File: src/rtl/fpu_pkg.sv
// Shared FPU definitions: rounding modes, result kinds, format limits, special
// encodings, flag bit positions and a leading-zero counter used by normalisation.
package fpu_pkg;

  typedef enum logic [1:0] {
    RM_RNE = 2'b00,
    RM_RZ  = 2'b01,
    RM_RUP = 2'b10,
    RM_RDN = 2'b11
  } rm_e;

  typedef enum logic [1:0] {
    K_NORM = 2'b00,
    K_ZERO = 2'b01,
    K_INF  = 2'b10,
    K_NAN  = 2'b11
  } kind_e;

  localparam logic [10:0] BIAS_D = 11'd1023;
  localparam logic [10:0] BIAS_S = 11'd127;

  // First biased exponent that no longer fits the target format.
  localparam logic [11:0] EXP_OVF_D = 12'd2047;
  localparam logic [11:0] EXP_OVF_S = 12'd255;

  localparam logic [63:0] QNAN_D_C = 64'h7FF8_0000_0000_0000;
  localparam logic [31:0] QNAN_S_C = 32'h7FC0_0000;
  localparam logic [63:0] INF_D    = 64'h7FF0_0000_0000_0000;
  localparam logic [31:0] INF_S    = 32'h7F80_0000;
  localparam logic [63:0] MAXF_D   = 64'h7FEF_FFFF_FFFF_FFFF;
  localparam logic [31:0] MAXF_S   = 32'h7F7F_FFFF;

  localparam int unsigned FLG_OVF = 2;
  localparam int unsigned FLG_UNF = 1;
  localparam int unsigned FLG_INX = 0;

  // Number of zeros above the most significant one; 56 for an all-zero input.
  function automatic logic [5:0] lzc56(input logic [55:0] v);
    logic [5:0] n;
    logic       hit;
    n   = 6'd0;
    hit = 1'b0;
    for (int i = 55; i >= 0; i--) begin
      if (v[i]) begin
        hit = 1'b1;
      end else if (!hit) begin
        n = n + 6'd1;
      end else begin
        n = n;
      end
    end
    return n;
  endfunction

endpackage

File: src/rtl/fp_round_incr.sv
// Round-increment decision from rounding mode, sign, lsb and guard/round/sticky.
// Purely combinational so the adder and multiplier paths can share it.
module fp_round_incr
  import fpu_pkg::*;
(
  input  logic [1:0] rm_i,
  input  logic       sign_i,
  input  logic       lsb_i,
  input  logic       g_i,
  input  logic       r_i,
  input  logic       s_i,
  output logic       incr_o
);

  always_comb begin
    incr_o = 1'b0;
    case (rm_e'(rm_i))
      RM_RNE:  incr_o = g_i & (r_i | s_i | lsb_i);
      RM_RZ:   incr_o = 1'b0;
      RM_RUP:  incr_o = ~sign_i & (g_i | r_i | s_i);
      RM_RDN:  incr_o = sign_i & (g_i | r_i | s_i);
      default: incr_o = 1'b0;
    endcase
  end

endmodule

File: src/rtl/fp_packer_pipe.sv
// Three-stage normalise / round / pack pipeline for the FPU add path (IEEE double,
// or single in the low word). Optional sticky flag accumulator: PACKER_STICKY_FLAGS_EN.
module fp_packer_pipe
  import fpu_pkg::*;
#(
  parameter int          LZW    = 6,
  parameter logic [63:0] QNAN_D = 64'h7FF8_0000_0000_0000,
  parameter logic [31:0] QNAN_S = 32'h7FC0_0000
) (
  input  logic        clk,
  input  logic        rst_n,
  input  logic        in_valid,
  output logic        in_ready,
  input  logic        ss,
  input  logic [10:0] es,
  input  logic [56:0] fs,
  input  logic        sp_zero,
  input  logic        sp_inf,
  input  logic        sp_nan,
  input  logic        db,
  input  logic [1:0]  RM,
  output logic        out_valid,
  input  logic        out_ready,
  output logic [63:0] out_data,
  output logic [2:0]  out_flags
`ifdef PACKER_STICKY_FLAGS_EN
  ,
  input  logic        flags_clr,
  output logic [2:0]  sticky_flags
`endif
);

  logic           rdy_q;
  logic           s1_v_q, s2_v_q, s3_v_q;
  logic           s1_adv_s, s2_adv_s, s3_adv_s;

  logic [5:0]     lz_s;
  logic [10:0]    es_m1_s;
  logic [LZW-1:0] sh_s;
  logic [55:0]    shl_s;
  logic [55:0]    s1_man_d, s1_man_q;
  logic [11:0]    s1_exp_d, s1_exp_q;
  logic           s1_sign_d, s1_sign_q;
  kind_e          s1_kind_d, s1_kind_q;
  logic           s1_db_q;
  rm_e            s1_rm_q;

  logic           r_lsb_s, r_g_s, r_r_s, r_s_s, r_inc_s;
  logic [53:0]    sum_d_s;
  logic [24:0]    sum_s_s;
  logic           carry_s, hid_s;
  logic [51:0]    s2_frac_d, s2_frac_q;
  logic [11:0]    s2_exp_d, s2_exp_q;
  logic           s2_inx_d, s2_inx_q;
  logic           s2_sign_q, s2_db_q;
  kind_e          s2_kind_q;
  rm_e            s2_rm_q;

  logic           ovf_s, to_inf_s;
  logic [63:0]    s3_data_d, s3_data_q;
  logic [2:0]     s3_flags_d, s3_flags_q;

  // Each stage moves when it is empty or the stage after it moves.
  assign s3_adv_s  = ~s3_v_q | out_ready;
  assign s2_adv_s  = ~s2_v_q | s3_adv_s;
  assign s1_adv_s  = ~s1_v_q | s2_adv_s;
  assign in_ready  = rdy_q & s1_adv_s;
  assign out_valid = s3_v_q;
  assign out_data  = s3_data_q;
  assign out_flags = s3_flags_q;

  // Left shift never drives the exponent below 1; leftover leading zeros mean denormal.
  always_comb begin
    lz_s     = lzc56(fs[55:0]);
    es_m1_s  = es - 11'd1;
    sh_s     = ({5'd0, lz_s} <= es_m1_s) ? LZW'(lz_s) : LZW'(es_m1_s);
    shl_s    = fs[55:0] << sh_s;
    s1_man_d = shl_s;
    s1_exp_d = 12'd0;
    if (fs[56]) begin
      s1_man_d = {fs[56:2], fs[1] | fs[0]};
      s1_exp_d = {1'b0, es} + 12'd1;
    end else if (shl_s[55]) begin
      s1_exp_d = {1'b0, es} - {{(12-LZW){1'b0}}, sh_s};
    end else begin
      s1_exp_d = 12'd0;
    end

    s1_sign_d = ss;
    s1_kind_d = K_NORM;
    if (sp_nan) begin
      s1_kind_d = K_NAN;
    end else if (sp_inf) begin
      s1_kind_d = K_INF;
    end else if (sp_zero) begin
      s1_kind_d = K_ZERO;
    end else if (fs == 57'd0) begin
      s1_kind_d = K_ZERO;
      s1_sign_d = ss | (RM == 2'b11);
    end else begin
      s1_kind_d = K_NORM;
    end
  end

  always_comb begin
    if (s1_db_q) begin
      r_lsb_s = s1_man_q[3];
      r_g_s   = s1_man_q[2];
      r_r_s   = s1_man_q[1];
      r_s_s   = s1_man_q[0];
    end else begin
      r_lsb_s = s1_man_q[32];
      r_g_s   = s1_man_q[31];
      r_r_s   = 1'b0;
      r_s_s   = |s1_man_q[30:0];
    end
  end

  fp_round_incr u_round_incr (
    .rm_i   (s1_rm_q),
    .sign_i (s1_sign_q),
    .lsb_i  (r_lsb_s),
    .g_i    (r_g_s),
    .r_i    (r_r_s),
    .s_i    (r_s_s),
    .incr_o (r_inc_s)
  );

  // Mantissa carry-out bumps the exponent; a denormal rounding up to 1.0 becomes exponent 1.
  always_comb begin
    sum_d_s = {1'b0, s1_man_q[55:3]} + {53'd0, r_inc_s};
    sum_s_s = {1'b0, s1_man_q[55:32]} + {24'd0, r_inc_s};
    if (s1_db_q) begin
      carry_s   = sum_d_s[53];
      hid_s     = sum_d_s[52];
      s2_frac_d = carry_s ? 52'd0 : sum_d_s[51:0];
    end else begin
      carry_s   = sum_s_s[24];
      hid_s     = sum_s_s[23];
      s2_frac_d = {29'd0, (carry_s ? 23'd0 : sum_s_s[22:0])};
    end
    s2_exp_d = s1_exp_q + {11'd0, carry_s} + {11'd0, (s1_exp_q == 12'd0) & hid_s};
    s2_inx_d = r_g_s | r_r_s | r_s_s;
  end

  always_comb begin
    s3_data_d  = 64'd0;
    s3_flags_d = 3'd0;
    ovf_s      = s2_db_q ? (s2_exp_q >= EXP_OVF_D) : (s2_exp_q >= EXP_OVF_S);
    to_inf_s   = (s2_rm_q == RM_RNE) | ((s2_rm_q == RM_RUP) & ~s2_sign_q) |
                 ((s2_rm_q == RM_RDN) & s2_sign_q);
    case (s2_kind_q)
      K_NAN: begin
        s3_data_d = s2_db_q ? QNAN_D : {32'd0, QNAN_S};
      end
      K_INF: begin
        s3_data_d = s2_db_q ? {s2_sign_q, INF_D[62:0]} : {32'd0, s2_sign_q, INF_S[30:0]};
      end
      K_ZERO: begin
        s3_data_d = s2_db_q ? {s2_sign_q, 63'd0} : {32'd0, s2_sign_q, 31'd0};
      end
      K_NORM: begin
        if (ovf_s) begin
          if (s2_db_q) begin
            s3_data_d = {s2_sign_q, (to_inf_s ? INF_D[62:0] : MAXF_D[62:0])};
          end else begin
            s3_data_d = {32'd0, s2_sign_q, (to_inf_s ? INF_S[30:0] : MAXF_S[30:0])};
          end
          s3_flags_d[FLG_OVF] = 1'b1;
          s3_flags_d[FLG_INX] = 1'b1;
        end else begin
          if (s2_db_q) begin
            s3_data_d = {s2_sign_q, s2_exp_q[10:0], s2_frac_q};
          end else begin
            s3_data_d = {32'd0, s2_sign_q, s2_exp_q[7:0], s2_frac_q[22:0]};
          end
          s3_flags_d[FLG_UNF] = (s2_exp_q == 12'd0) & s2_inx_q;
          s3_flags_d[FLG_INX] = s2_inx_q;
        end
      end
      default: begin
        s3_data_d  = 64'd0;
        s3_flags_d = 3'd0;
      end
    endcase
  end

  always_ff @(posedge clk or negedge rst_n) begin
    if (!rst_n) begin
      rdy_q     <= 1'b0;
      s1_v_q    <= 1'b0;
      s1_man_q  <= 56'd0;
      s1_exp_q  <= 12'd0;
      s1_sign_q <= 1'b0;
      s1_kind_q <= K_NORM;
      s1_db_q   <= 1'b0;
      s1_rm_q   <= RM_RNE;
    end else begin
      rdy_q <= 1'b1;
      if (s1_adv_s) begin
        s1_v_q <= in_valid & in_ready;
      end
      if (s1_adv_s & in_valid & in_ready) begin
        s1_man_q  <= s1_man_d;
        s1_exp_q  <= s1_exp_d;
        s1_sign_q <= s1_sign_d;
        s1_kind_q <= s1_kind_d;
        s1_db_q   <= db;
        s1_rm_q   <= rm_e'(RM);
      end
    end
  end

  always_ff @(posedge clk or negedge rst_n) begin
    if (!rst_n) begin
      s2_v_q    <= 1'b0;
      s2_frac_q <= 52'd0;
      s2_exp_q  <= 12'd0;
      s2_inx_q  <= 1'b0;
      s2_sign_q <= 1'b0;
      s2_db_q   <= 1'b0;
      s2_kind_q <= K_NORM;
      s2_rm_q   <= RM_RNE;
    end else begin
      if (s2_adv_s) begin
        s2_v_q <= s1_v_q;
      end
      if (s2_adv_s & s1_v_q) begin
        s2_frac_q <= s2_frac_d;
        s2_exp_q  <= s2_exp_d;
        s2_inx_q  <= s2_inx_d;
        s2_sign_q <= s1_sign_q;
        s2_db_q   <= s1_db_q;
        s2_kind_q <= s1_kind_q;
        s2_rm_q   <= s1_rm_q;
      end
    end
  end

  // Output register only reloads on advance, so a stalled result stays put.
  always_ff @(posedge clk or negedge rst_n) begin
    if (!rst_n) begin
      s3_v_q     <= 1'b0;
      s3_data_q  <= 64'd0;
      s3_flags_q <= 3'd0;
    end else begin
      if (s3_adv_s) begin
        s3_v_q <= s2_v_q;
      end
      if (s3_adv_s & s2_v_q) begin
        s3_data_q  <= s3_data_d;
        s3_flags_q <= s3_flags_d;
      end
    end
  end

`ifdef PACKER_STICKY_FLAGS_EN
  logic [2:0] sticky_q;

  // Clear takes effect first so a same-cycle handshake still lands.
  always_ff @(posedge clk or negedge rst_n) begin
    if (!rst_n) begin
      sticky_q <= 3'd0;
    end else if (flags_clr) begin
      sticky_q <= (out_valid & out_ready) ? s3_flags_q : 3'd0;
    end else if (out_valid & out_ready) begin
      sticky_q <= sticky_q | s3_flags_q;
    end else begin
      sticky_q <= sticky_q;
    end
  end

  assign sticky_flags = sticky_q;
`endif

endmodule

File: config.mk
export PLATFORM = sky130hd
export DESIGN_NAME = fp_packer_pipe
export DESIGN_NICKNAME = d
export VERILOG_FILES = /design/src/rtl/fpu_pkg.sv /design/src/rtl/fp_round_incr.sv /design/src/rtl/fp_packer_pipe.sv
export SDC_FILE = /design/constraint.sdc
export NUM_CORES = 1
export LEC_CHECK = 0
export BUFFER_PORTS_ARGS = -buffer_cell sky130_fd_sc_hd__buf_2
export CAP_MARGIN = 20
export CORE_AREA = 4 4 244 246
export CTS_CLUSTER_DIAMETER = 30
export DETAILED_ROUTE_END_ITERATION = 12
export DIE_AREA = 0 0 248 250
export SLEW_MARGIN = 20
export SYNTH_ARGS = -nofsm -noshare
export SYNTH_HDL_FRONTEND = slang
export SYNTH_SLANG_ARGS = --single-unit
File: constraint.sdc
create_clock -name clk -period 9.64 [get_ports clk]
set_input_delay 0.482 -clock clk [delete_from_list [all_inputs] [get_ports clk]]
set_output_delay 0.482 -clock clk [all_outputs]
set_load 0.02 [all_outputs]
Word-level counts from Yosys, hierarchy flattened. Cells that the tools add are included.

Output and inout bits: 69. Bits in registers: 216.

$add $sub $neg: 62. Eq/ne operators: 9. Bitwise operators: 29. $lt $le $gt $ge: 3. Shifts and indexed selects: 1. Mux-type cells: 202. Reductions and logical operators: 7.

Operators by type and width (number): $mux 6 (111); $add 6x1->6 const B (55); $mux 64 (5); $pmux 64 s4 (1); $mux 52 (2); $mux 1 (72); $mux 63 (1); $logic_not 57->1 (1); $mux 56 (1); $shl 56x6->56 (1); $add 53x1->54 (1); $mux 53 (1); $reduce_or 31->1 (1); $add 24x1->25 (1); $add 12x1->12 (2); $logic_not 12->1 (2); $mux 12 (2); $mux 24 (1); $mux 23 (1); $eq 2x2->1 const B (7); $and 1x1->1 (13); $add 11x1->12 const B (1); $ge 12x11->1 const B (1); $ge 12x8->1 const B (1); other kinds (10) (28).

Logic depth before layout (Yosys ltp). Gate-level depths: netlist (run 1).

Word-level depth: 171. Depth in mapped cells: 210. Mapped depth without buffers: 207.

Cells and area by module. From an unflattened synthesis (run 1), not the netlist that was laid out.

Cell total of the unflattened synthesis: 2954. Area total of the unflattened synthesis: 22441.5 µm².

By module, submodules not included: fp_packer_pipe (instances 1, sequential area each 5405.2 µm², cells each 2948, area an instance 22392.7 µm²); fp_round_incr (instances 1, sequential area each 0.0 µm², cells each 6, area an instance 48.8 µm²).

Worst setup path after synthesis (run 1). No wires, ideal clock.

Path kind: input-to-reg. From: input port fs[54]. To: register s1_exp_q[7]. Library setup time: 0.126 ns. Arrival: 35.637 ns. Path buffers: 3. Slack: -26.123 ns. Cell stages on the path: 204. Cell sequence: or2_1 inv_1 ha_1 mux2_2 ha_1 nor3_1 nor2_1 ha_1 mux2i_1 a21oi_1 ha_1 mux2_2 ha_1 mux2i_1 a21oi_1 ha_1 nand2_1 nand2_1 [168 not listed] o21ai_0 a2111o_1 nor2_1 a31oi_1 inv_2 buf_1 clkbuf_1 clkbuf_1 ha_1 nor2b_1 o21ai_0 nand2b_1 a21o_1 a21o_1 a21o_1 nor2_1 xor2_1 a221o_1.

Word-level cells in the longest chain between the ends: 168. Elaborated cells between the ends (all ways): 223. Those cells by class: add/sub (55); order compare (1); shift (1); mux (166).

Ends and longest elaborated chain: start, declared (line fp_packer_pipe.sv:16) `input logic [56:0] fs,`; $mux 6 (line fpu_pkg.sv:44) `if (v[i]) begin`; $add 6x1->6 (line fpu_pkg.sv:47) `n = n + 6'd1;`; $mux 6 (line fpu_pkg.sv:46) `end else if (!hit) begin`; $mux 6 (line fpu_pkg.sv:44); $add 6x1->6 (line fpu_pkg.sv:47); $mux 6 (line fpu_pkg.sv:46); $mux 6 (line fpu_pkg.sv:44); $add 6x1->6 (line fpu_pkg.sv:47); [152 not listed]; $add 6x1->6 (line fpu_pkg.sv:47); $mux 6 (line fpu_pkg.sv:46); $mux 6 (line fpu_pkg.sv:44); $le 6x11->1 (line fp_packer_pipe.sv:76) `sh_s = ({5'd0, lz_s} <= es_m1_s) ? LZW'(lz_s) : LZW'(es_m1_s);`; $mux 6 (line fp_packer_pipe.sv:76); $sub 11x6->12 / $shl 56x6->56 (equally long branches) (line fp_packer_pipe.sv:84, fp_packer_pipe.sv:77); $mux 12 * (line fp_packer_pipe.sv:83) `end else if (shl_s[55]) begin`; $mux 12 * (line fp_packer_pipe.sv:80) `if (fs[56]) begin`; end signal, assigned (line fp_packer_pipe.sv:205) `s1_exp_q <= s1_exp_d;`; end, declared (line fp_packer_pipe.sv:42) `logic [11:0] s1_exp_d, s1_exp_q;`.

Mark *: on every way between the ends. The rest lies on a longest branch, timed or not. A chain may end at the register's enable or synchronous reset.

Final worst setup path (run 1).
From: input port fs[55]. To: register s1_exp_q[10].

Word-level cells in the longest chain between the ends: 171. Elaborated cells between the ends (all ways): 227. Those cells by class: add/sub (56); order compare (1); shift (1); mux (169).

Ends and longest elaborated chain (line): $mux 1 (fpu_pkg.sv:44); $add 6x1->6 (fpu_pkg.sv:47); $mux 6 (fpu_pkg.sv:46); $mux 6 (fpu_pkg.sv:44); $add 6x1->6 (fpu_pkg.sv:47); $mux 6 (fpu_pkg.sv:46); $mux 6 (fpu_pkg.sv:44); $add 6x1->6 (fpu_pkg.sv:47); [155 not listed]; $add 6x1->6 (fpu_pkg.sv:47); $mux 6 (fpu_pkg.sv:46); $mux 6 (fpu_pkg.sv:44); $le 6x11->1 (fp_packer_pipe.sv:76); $mux 6 (fp_packer_pipe.sv:76); $sub 11x6->12 / $shl 56x6->56 (equally long branches) (fp_packer_pipe.sv:84, fp_packer_pipe.sv:77); $mux 12 * (fp_packer_pipe.sv:83); $mux 12 * (fp_packer_pipe.sv:80).

Marked as above.

==> metrics list, run 1 <==
- Total CTS buffers: 27
- For this run, design rule violations remaining after detail routing come to 0.
* Delay-heaviest family, CP: adder cells
* Clock slew at the register clock pins of the worst setup and hold paths: 0.07 ns
* Row count: 88
- DIE HEIGHT: 250 um
* Max-cap violations: 0
- Global route total overflow: 0
- Destination of the worst register-to-register timing path: s2_exp_q[10]$_DFFE_PN0P_
* Proportion of register bits with asynchronous set or reset after synthesis: 100%
* Largest fanout of any net on the critical path: 9
- The most numerous cell type found on the critical path is ha_4.
- In this run the remaining antenna-violating nets after routing total 0.
- STA classifies the critical path endpoint as a flip-flop.
* Area Overhead vs Synth: 43.4%
- Max frequency: 0.0290 GHz
* Root cell of the clock tree: clkbuf_16
- Post-layout util: 57.0%
- Flop and latch count out of synthesis: 216
- Combinational share of power: 41.2%
- Number of sinks driven by the clock tree: 216
- CTS built an H-tree with a depth of 1.
- Arrival time reported for the critical path endpoint: 34.89 ns
* Switching part of the total power: 38.3%
* Number of instances in the synthesized netlist: 3010
- Library cell contributing the largest single delay on the critical path: a2111o_1
* Status: finished, violations left
- Summed over all nets, the half-perimeter wirelength after detailed placement is 67100 um.
- Cells with a size suffix above 1 make up 35.1% of the layout.
* Commonest register cell after synthesis: dfrtp_1
* Starting utilization of the core area: 39.7%
- Summed over all cells, the static leakage comes to 0.0146 uW.
- During I/O placement, the number of pins put on the boundary was 148.
* Worst-case register-to-register setup slack: 3.44 ns
- Across all setup checks in the final design, the least slack found is -24.81 ns.
* Failing checks: negative setup slack
* Biggest cell delay along the critical path: 0.50 ns
* Number of global-route vias before repair: 24.8k
- Length of the first detailed-routing pass in iterations: 5
- Via-to-Cell Ratio: 5.54
* Net count, final: 3916
- CTS tree: done
- R2r startpoint: s1_man_q[23]$_DFFE_PN0P_
- Worst setup path startpoint: fs[55]
- The critical path in this run is classified as input pin to flip-flop.
* Routability Congestion: 0.941
* Clock insertion delay at the later pin of the skew report: 0.56 ns
* Pwr per Cell Area: 126 mW/mm2
* Sequential share of power: 32.1%
* Number of synthesized flops with an enable pin: 0
- The synthesized design devotes to its leading area cell type 23.7% of total area.
* Max clock buf depth: 3
- Setup repair after global routing could not meet its margin everywhere.
- For this block, the initial DRC count from the detailed router was 2025.
* Synth Area per Inst: 7.57 um2
- NetSw: 1580 uW
- At the worst endpoint, the required time is 10.08 ns.
* Number of buffers and inverters on the critical path: 13
- Counting instances in the post-synthesis netlist gives the leading cell types as nand2_1 (499), nor2_1 (279), o21ai_0 (218), dfrtp_1 (216), mux2i_1 (184).
- Wires add up to 85800 um.
- Final Critical Period: 34.45 ns
* Average wire per cell in the routed design: 18.9 um
- Global-route wire length before repair: 133000 um
- Number of failing hold endpoints at the final stage: 0
- Of the total power, the clock network draws 26.7%.
- Core Area: 0.0574 mm2
* Number of antenna violations at the first check in global routing: 1
* Unique cell type count in the Yosys netlist: 103
- For this block, the via count after detailed routing is 25.2k.
- By area the synthesized netlist is led by dfrtp_1 (24%), nand2_1 (8.2%), mux2i_1 (8.1%).
- Dominant cell type by area after synthesis: dfrtp_1
* Final count of negative-setup-slack endpoints: 68
- The die is 248 um wide.
- Largest net degree at the start of global routing: 129
- Pint: 2540 uW
* Number of synthesis warnings: 0
- Most frequently used cell type in the post-synthesis netlist: nand2_1
- Setup crit start kind: input pin
- Synthesized Nets: 3168
* Worst slew margin: 33.1%
- Final count of pins violating max slew: 0
- The critical path ends at s1_exp_q[10]$_DFFE_PN0P_.
- Prior to clock tree synthesis, the placed netlist has a worst setup slack of -25.75 ns.
- The clock arrives with 0.0204 ns of skew.
* Global router's overall resource usage: 26.2%
- Cell depth of the worst setup path: 207
- R2R depth: 27
* Worst slew pin tran: 1.00 ns
- Count of input and output buffers: 147
- In this run the cell area of the synthesized design comes to 0.0228 mm2.
- Maximum vdd ir drop: 0.000180 V
- The tightest min-delay check is of the input pin to async pin type.
- Final worst-path cycle share: 357%
- The die covers 0.0620 mm2.
- Portion of the post-synthesis area used by sequential elements: 23.7%
## worst min path at each step
stage / from / to / slack (ns) / depth (start not counted)
after floorplan: rst_n / out_data[0]$_DFFE_PN0P_ / 0.19 / 0
after global placement: out_flags[0]$_DFFE_PN0P_ / out_flags[0]$_DFFE_PN0P_ / 0.46 / 2
after detailed placement: out_data[59]$_DFFE_PN0P_ / out_data[59]$_DFFE_PN0P_ / 0.46 / 2
after CTS: rst_n / out_data[53]$_DFFE_PN0P_ / 0.08 / 1
after global routing: rst_n / out_data[53]$_DFFE_PN0P_ / 0.14 / 1
final: rst_n / out_data[53]$_DFFE_PN0P_ / 0.009 / 1
## flip-flops by register name, indices dropped and copies added (netlist names)
register	count
s2_kind_q	2
rdy_q	1
s2_v_q	1
s1_kind_q	2
s2_inx_q	1
s2_rm_q	2
out_flags	3
s1_rm_q	2
s1_man_q	56
s2_exp_q	12
s1_sign_q	1
out_data	64
s2_sign_q	1
s2_db_q	1
s2_frac_q	52
s1_v_q	1
out_valid	1
s1_db_q	1
s1_exp_q	12
## worst register-to-register path, cell delays in order, from the launching register on
cell     delay [ns]
dfrtp_1        0.49
nor4_1         0.11
nand4_1        0.10
nor2_1         0.05
o21ai_0        0.25
o21ai_0        0.13
o21a_1         0.19
o32ai_1        0.33
ha_1           0.24
ha_1           0.18
nand3_1        0.16
nor2_1         0.25
nand4_1        0.18
nor2_1         0.27
and2_1         0.20
and3_1         0.30
nor2b_1        0.31
and3_1         0.26
a21oi_1        0.11
nor3_1         0.49
xnor2_1        0.20
nor2_1         0.09
fa_1           0.43
ha_1           0.23
nand3_1        0.17
nor2_1         0.09
xnor2_1        0.17
o21ai_0        0.09
## per-layer routing
| metal | vias up | share of wire (%) | GRT usage [%] |
|---|---|---|---|
| li1 | 12180 | - | - |
| met1 | 12113 | 43 | 34.9 |
| met2 | 719 | 49 | 45.9 |
| met3 | 165 | 4.7 | 1.71 |
| met4 | 0 | 2.9 | 7.11 |
| met5 | - | 0 | 0 |
## layout by cell type (no fill, tap or decap), types with 31 or more instances in the layout
cell type,count
buf_4,736
nand2_1,470
nor2_1,257
dfrtp_1,216
o21ai_0,184
xnor2_1,155
a21oi_1,144
buf_2,144
mux2i_1,113
xor2_1,96
nand3_1,87
nor3_1,74
inv_1,54
o21ai_1,46
ha_1,44
and3_1,43
nor2b_1,40
mux2i_4,38
nand2b_1,36
mux2i_2,35
nand4_1,34
ha_4,33
nor4_1,31
## metrics by stage
stage                     hold WS (ns)  TNS (ns)  instances  power [uW]  cell area, um2
after floorplan                  0.186  -1633.27       3010        2170           23500
after global placement           0.458  -1634.87       4405        2790           29400
after detailed placement         0.465  -1730.84       4405        2820           29400
after CTS                       0.0835  -1662.20       4502        4010           31300
after global routing             0.142  -1782.31       4545        4360           32700
final                          0.00937  -1667.10       4545        4130           32700
## power by group through the flow
| stage | clock network [uW] | logic, uW | registers [uW] |
|---|---|---|---|
| 5_1_grt | 1160 | 1850 | 1350 |
| 3_3_place_gp | 0 | 1470 | 1320 |
| 2_1_floorplan | 0 | 790 | 1380 |
| 6_report | 1100 | 1700 | 1320 |
| 4_1_cts | 1120 | 1570 | 1320 |
| 3_5_place_dp | 0 | 1490 | 1330 |
## final cells by class
| cell class | count | area, um2 |
|---|---|---|
| multi-input combinational | 2532 | 18200 |
| fill | 5199 | 24700 |
| inverter | 61 | 248 |
| clock inverter | 22 | 307 |
| tap | 765 | 957 |
| sequential | 216 | 5410 |
| timing repair buffer | 920 | 6860 |
| clock buffer | 28 | 689 |
| antenna | 1 | 2.50 |
## what timing repair did
| item | 4_1_cts | 5_1_grt |
|---|---|---|
| gates resized for setup | 100 | 200 |
| pin swaps | 66 | 101 |
| cloned | 2 | 2 |
| setup endpoints to repair | 68 | 68 |
| hold buffers | 0 | 0 |
| buffers inserted | 45 | 44 |
## cell families (layout without fill, tap and decap cells)
group                      Yosys count  after routing  share of synthesized area (%)
AOI/OAI and AO/OA                  685            685                           18.6
xor gates and xnor gates           280            280                           12.4
adders and majority gates           81             81                           4.49
buffers and inverters              263           1031                           4.61
DFF                                216            216                           23.7
muxes                              222            222                           10.2
other                                1              2                         0.0165
and+or+nand+nor                   1262           1263                           25.9
Note: power is estimated with default switching activity, not from simulation.
==> run 2, diff against run 1 <==
--- a/config.mk
+++ b/config.mk
@@ -7,10 +7,13 @@
 export LEC_CHECK = 0
 export BUFFER_PORTS_ARGS = -buffer_cell sky130_fd_sc_hd__buf_2
 export CAP_MARGIN = 20
+export CELL_PAD_IN_SITES_DETAIL_PLACEMENT = 0
+export CELL_PAD_IN_SITES_GLOBAL_PLACEMENT = 1
 export CORE_AREA = 4 4 244 246
 export CTS_CLUSTER_DIAMETER = 30
 export DETAILED_ROUTE_END_ITERATION = 12
 export DIE_AREA = 0 0 248 250
+export PLACE_DENSITY_LB_ADDON = 0.1
 export SLEW_MARGIN = 20
 export SYNTH_ARGS = -nofsm -noshare
 export SYNTH_HDL_FRONTEND = slang
==> metrics list, run 2 (synthesis gave the netlist of run 1 again) <==
* Status: finished, violations left
* Failing checks: negative setup slack
- Final Critical Period: 34.57 ns
* Arrival time reported for the critical path endpoint: 35.05 ns
- In this run, the number of DRC markers left after iteration 0 of detailed routing was 1623.
* Met3 WL post-DR: 3370 um
- Post-layout util: 59.5%
* Row count: 88
* Number of global-route vias before repair: 25.1k
- Measured along the y axis, the die boundary spans 250 um.
- In the final timing run, aggregate negative setup slack is -1675.94 ns.
* Net count, final: 4039
- Length of the first detailed-routing pass in iterations: 5
- Total CTS buffers: 31
* Vias: 25.5k
* Smallest setup slack after layout: -24.93 ns
- After clock tree synthesis, the clock-pin slew on the worst setup and hold paths is 0.06 ns.
- Core Area: 0.0574 mm2
- Maximum vdd ir drop: 0.000161 V
- Setup violations remaining at the end of the flow were counted as 68.
- Relative to the synthesized area, the layout overhead comes to 49.8%.
- CTS built an H-tree with a depth of 1.
* Root cell of the clock tree: clkbuf_16
- CTS saw 216 sinks.
* Largest net degree at the start of global routing: 99
- The register with the most flip-flops in the layout has 64 of them.
- The die covers 0.0620 mm2.
* Cell type with the highest occurrence count on the critical path: buf_4
* Worst Path Required: 10.12 ns
- Detailed placement finished with a half-perimeter wire length of 68500 um.
* Hold Crit Class: input pin to flip-flop
- The analysis attributes to cell leakage a power of 0.0152 uW.
* Largest fanout of any net on the critical path: 5
- On the worst path, the slowest cell contributes a delay of 0.36 ns.
- For this configuration, the core starts out at a cell density of 39.7%.
- For this run, design rule violations remaining after detail routing come to 0.
* Kind of end point of the critical path: flip-flop
- No sink is reached through more buffers than the 3 on the longest clock path.
- STA classifies the critical path startpoint as an input pin.
- The detailed router put a total of 39700 um of wire on met1.
* Routability Congestion: 0.916
* Worst slew pin tran: 0.999 ns
* Worst slack at placement: -25.94 ns
- The highest metal layer carrying signal wires in the routed design is met4.
* Width of the die: 248 um
- The final critical path takes up 359% of the cycle.
- The number of failing hold endpoints at the final stage is 0.
- For this design the top-level I/O count stands at 148.
- WL final: 89600 um
- 0 antenna diodes ended up in the layout.
* Via-to-Cell Ratio: 5.46
* Most common library cell in the layout ignoring fill and taps: buf_4
- Number of antenna violations at the first check in global routing: 0
- Max frequency: 0.0289 GHz
- Max-cap violations in this run came to 0.
- For this design the ratio of total power to cell area is 126 mW/mm2.
- Measured against its own limit, the worst slew margin works out to 33.4%.
* Antenna Violating Nets Remaining: 0
* Average wire per cell in the routed design: 19.2 um
- Clock skew after layout: 0.0172 ns
- For this run the aggregate overflow at the end of global routing stands at 0.
- At the later pin of the worst-skew pair, clock insertion delay measures 0.56 ns.
- Final count of pins violating max slew: 0
- In the layout the commonest cells are buf_4 (831), nand2_1 (466), nor2_1 (251), dfrtp_1 (216), o21ai_0 (181).
- Global routing consumed, over all layers together, 27.3% of the routing resources.
- Global-route wire length before repair: 138000 um
* RSZ-0062 raised after global routing: true
- Port buffering added 147 buffers.
- Cells with a size suffix above 1 make up 38.7% of the layout.
* CTS tree: done
- Library cell contributing the largest single delay on the critical path: or3_1
* Amount of wire on met2 after detailed routing: 44000 um
- The worst setup path is of the input pin to flip-flop kind.
==> run 2: cell count changes in the layout (fill, tap and decap cells not counted), sizes merged <==
cell / change
buf: +119
bufinv: -3
clkbuf: +6
clkinv: +2
clkinvlp: -2
diode: -1
dlygate4sd3: +1
inv: +3
nor4: -1
==> run 2: area by class of cell <==
type                    count  area [um2]
fillers                  5223       23200
repair inverters            1        11.3
well taps                 765         957
inverters                  61         254
clock buffers              35         811
multi-input cells        2531       18600
flip-flops and latches    216        5410
clock inverters            21         236
repair buffers           1039        7870
==> run 2: layer usage <==
layer	track usage, %	up-vias
met5	0	-
li1	-	12446
met4	7.14	0
met1	36.2	12297
met3	2.02	147
met2	47.7	612
==> run 2: what timing repair did <==
action / CTS / global route
hold endpoints to repair: 80 / 0
pin swaps: 97 / 124
cloned: 0 / 2
setup endpoints to repair: 68 / 68
resized for setup: 175 / 251
hold buffers: 1 / 0
buffers inserted: 161 / 41
==> run 2: worst paths after layout <==
| kind | to | slack [ns] | startpoint | depth (start not counted) |
|---|---|---|---|---|
| worst max register to register | s2_exp_q[10]$_DFFE_PN0P_ | 3.03 | s1_man_q[7]$_DFFE_PN0P_ | 27 |
| min in group asynchronous | out_data[59]$_DFFE_PN0P_ | 0.50 | rst_n | 2 |
| max in group asynchronous | s1_man_q[37]$_DFFE_PN0P_ | 7.80 | rst_n | 3 |
| worst min register to register | out_data[50]$_DFFE_PN0P_ | 0.47 | out_data[50]$_DFFE_PN0P_ | 2 |
| worst max-delay path | s1_exp_q[1]$_DFFE_PN0P_ | -24.93 | fs[54] | 219 |
| worst min-delay path | s1_db_q$_DFFE_PN0P_ | 0.17 | db | 3 |
==> run 2: where the power goes <==
part | total, uW | internal (uW) | switching (uW)
clock network | 1120 | 674 | 450
logic | 1840 | 849 | 992
registers | 1320 | 1120 | 204
total | 4290 | 2640 | 1650
==> run 2: worst max-delay path, delay by kind of cell <==
family          cells  cell delay (ns)
mux                30             5.64
compound gates     39             5.83
fa+ha+maj          46            12.29
simple gates       55             4.77
xor+xnor            2             0.31
buf+inv            47             5.67
==> run 2: per-stage QoR <==
| stage | total power, uW | instances | hold WS [ns] | area [um2] |
|---|---|---|---|---|
| global placement | 2800 | 4413 | 0.455 | 29500 |
| global route | 4530 | 4669 | 0.164 | 34100 |
| detailed placement | 2830 | 4414 | 0.464 | 29500 |
| CTS | 4150 | 4630 | 0.166 | 32600 |
| floorplan | 2170 | 3010 | 0.186 | 23500 |
| finish | 4290 | 4669 | 0.172 | 34100 |
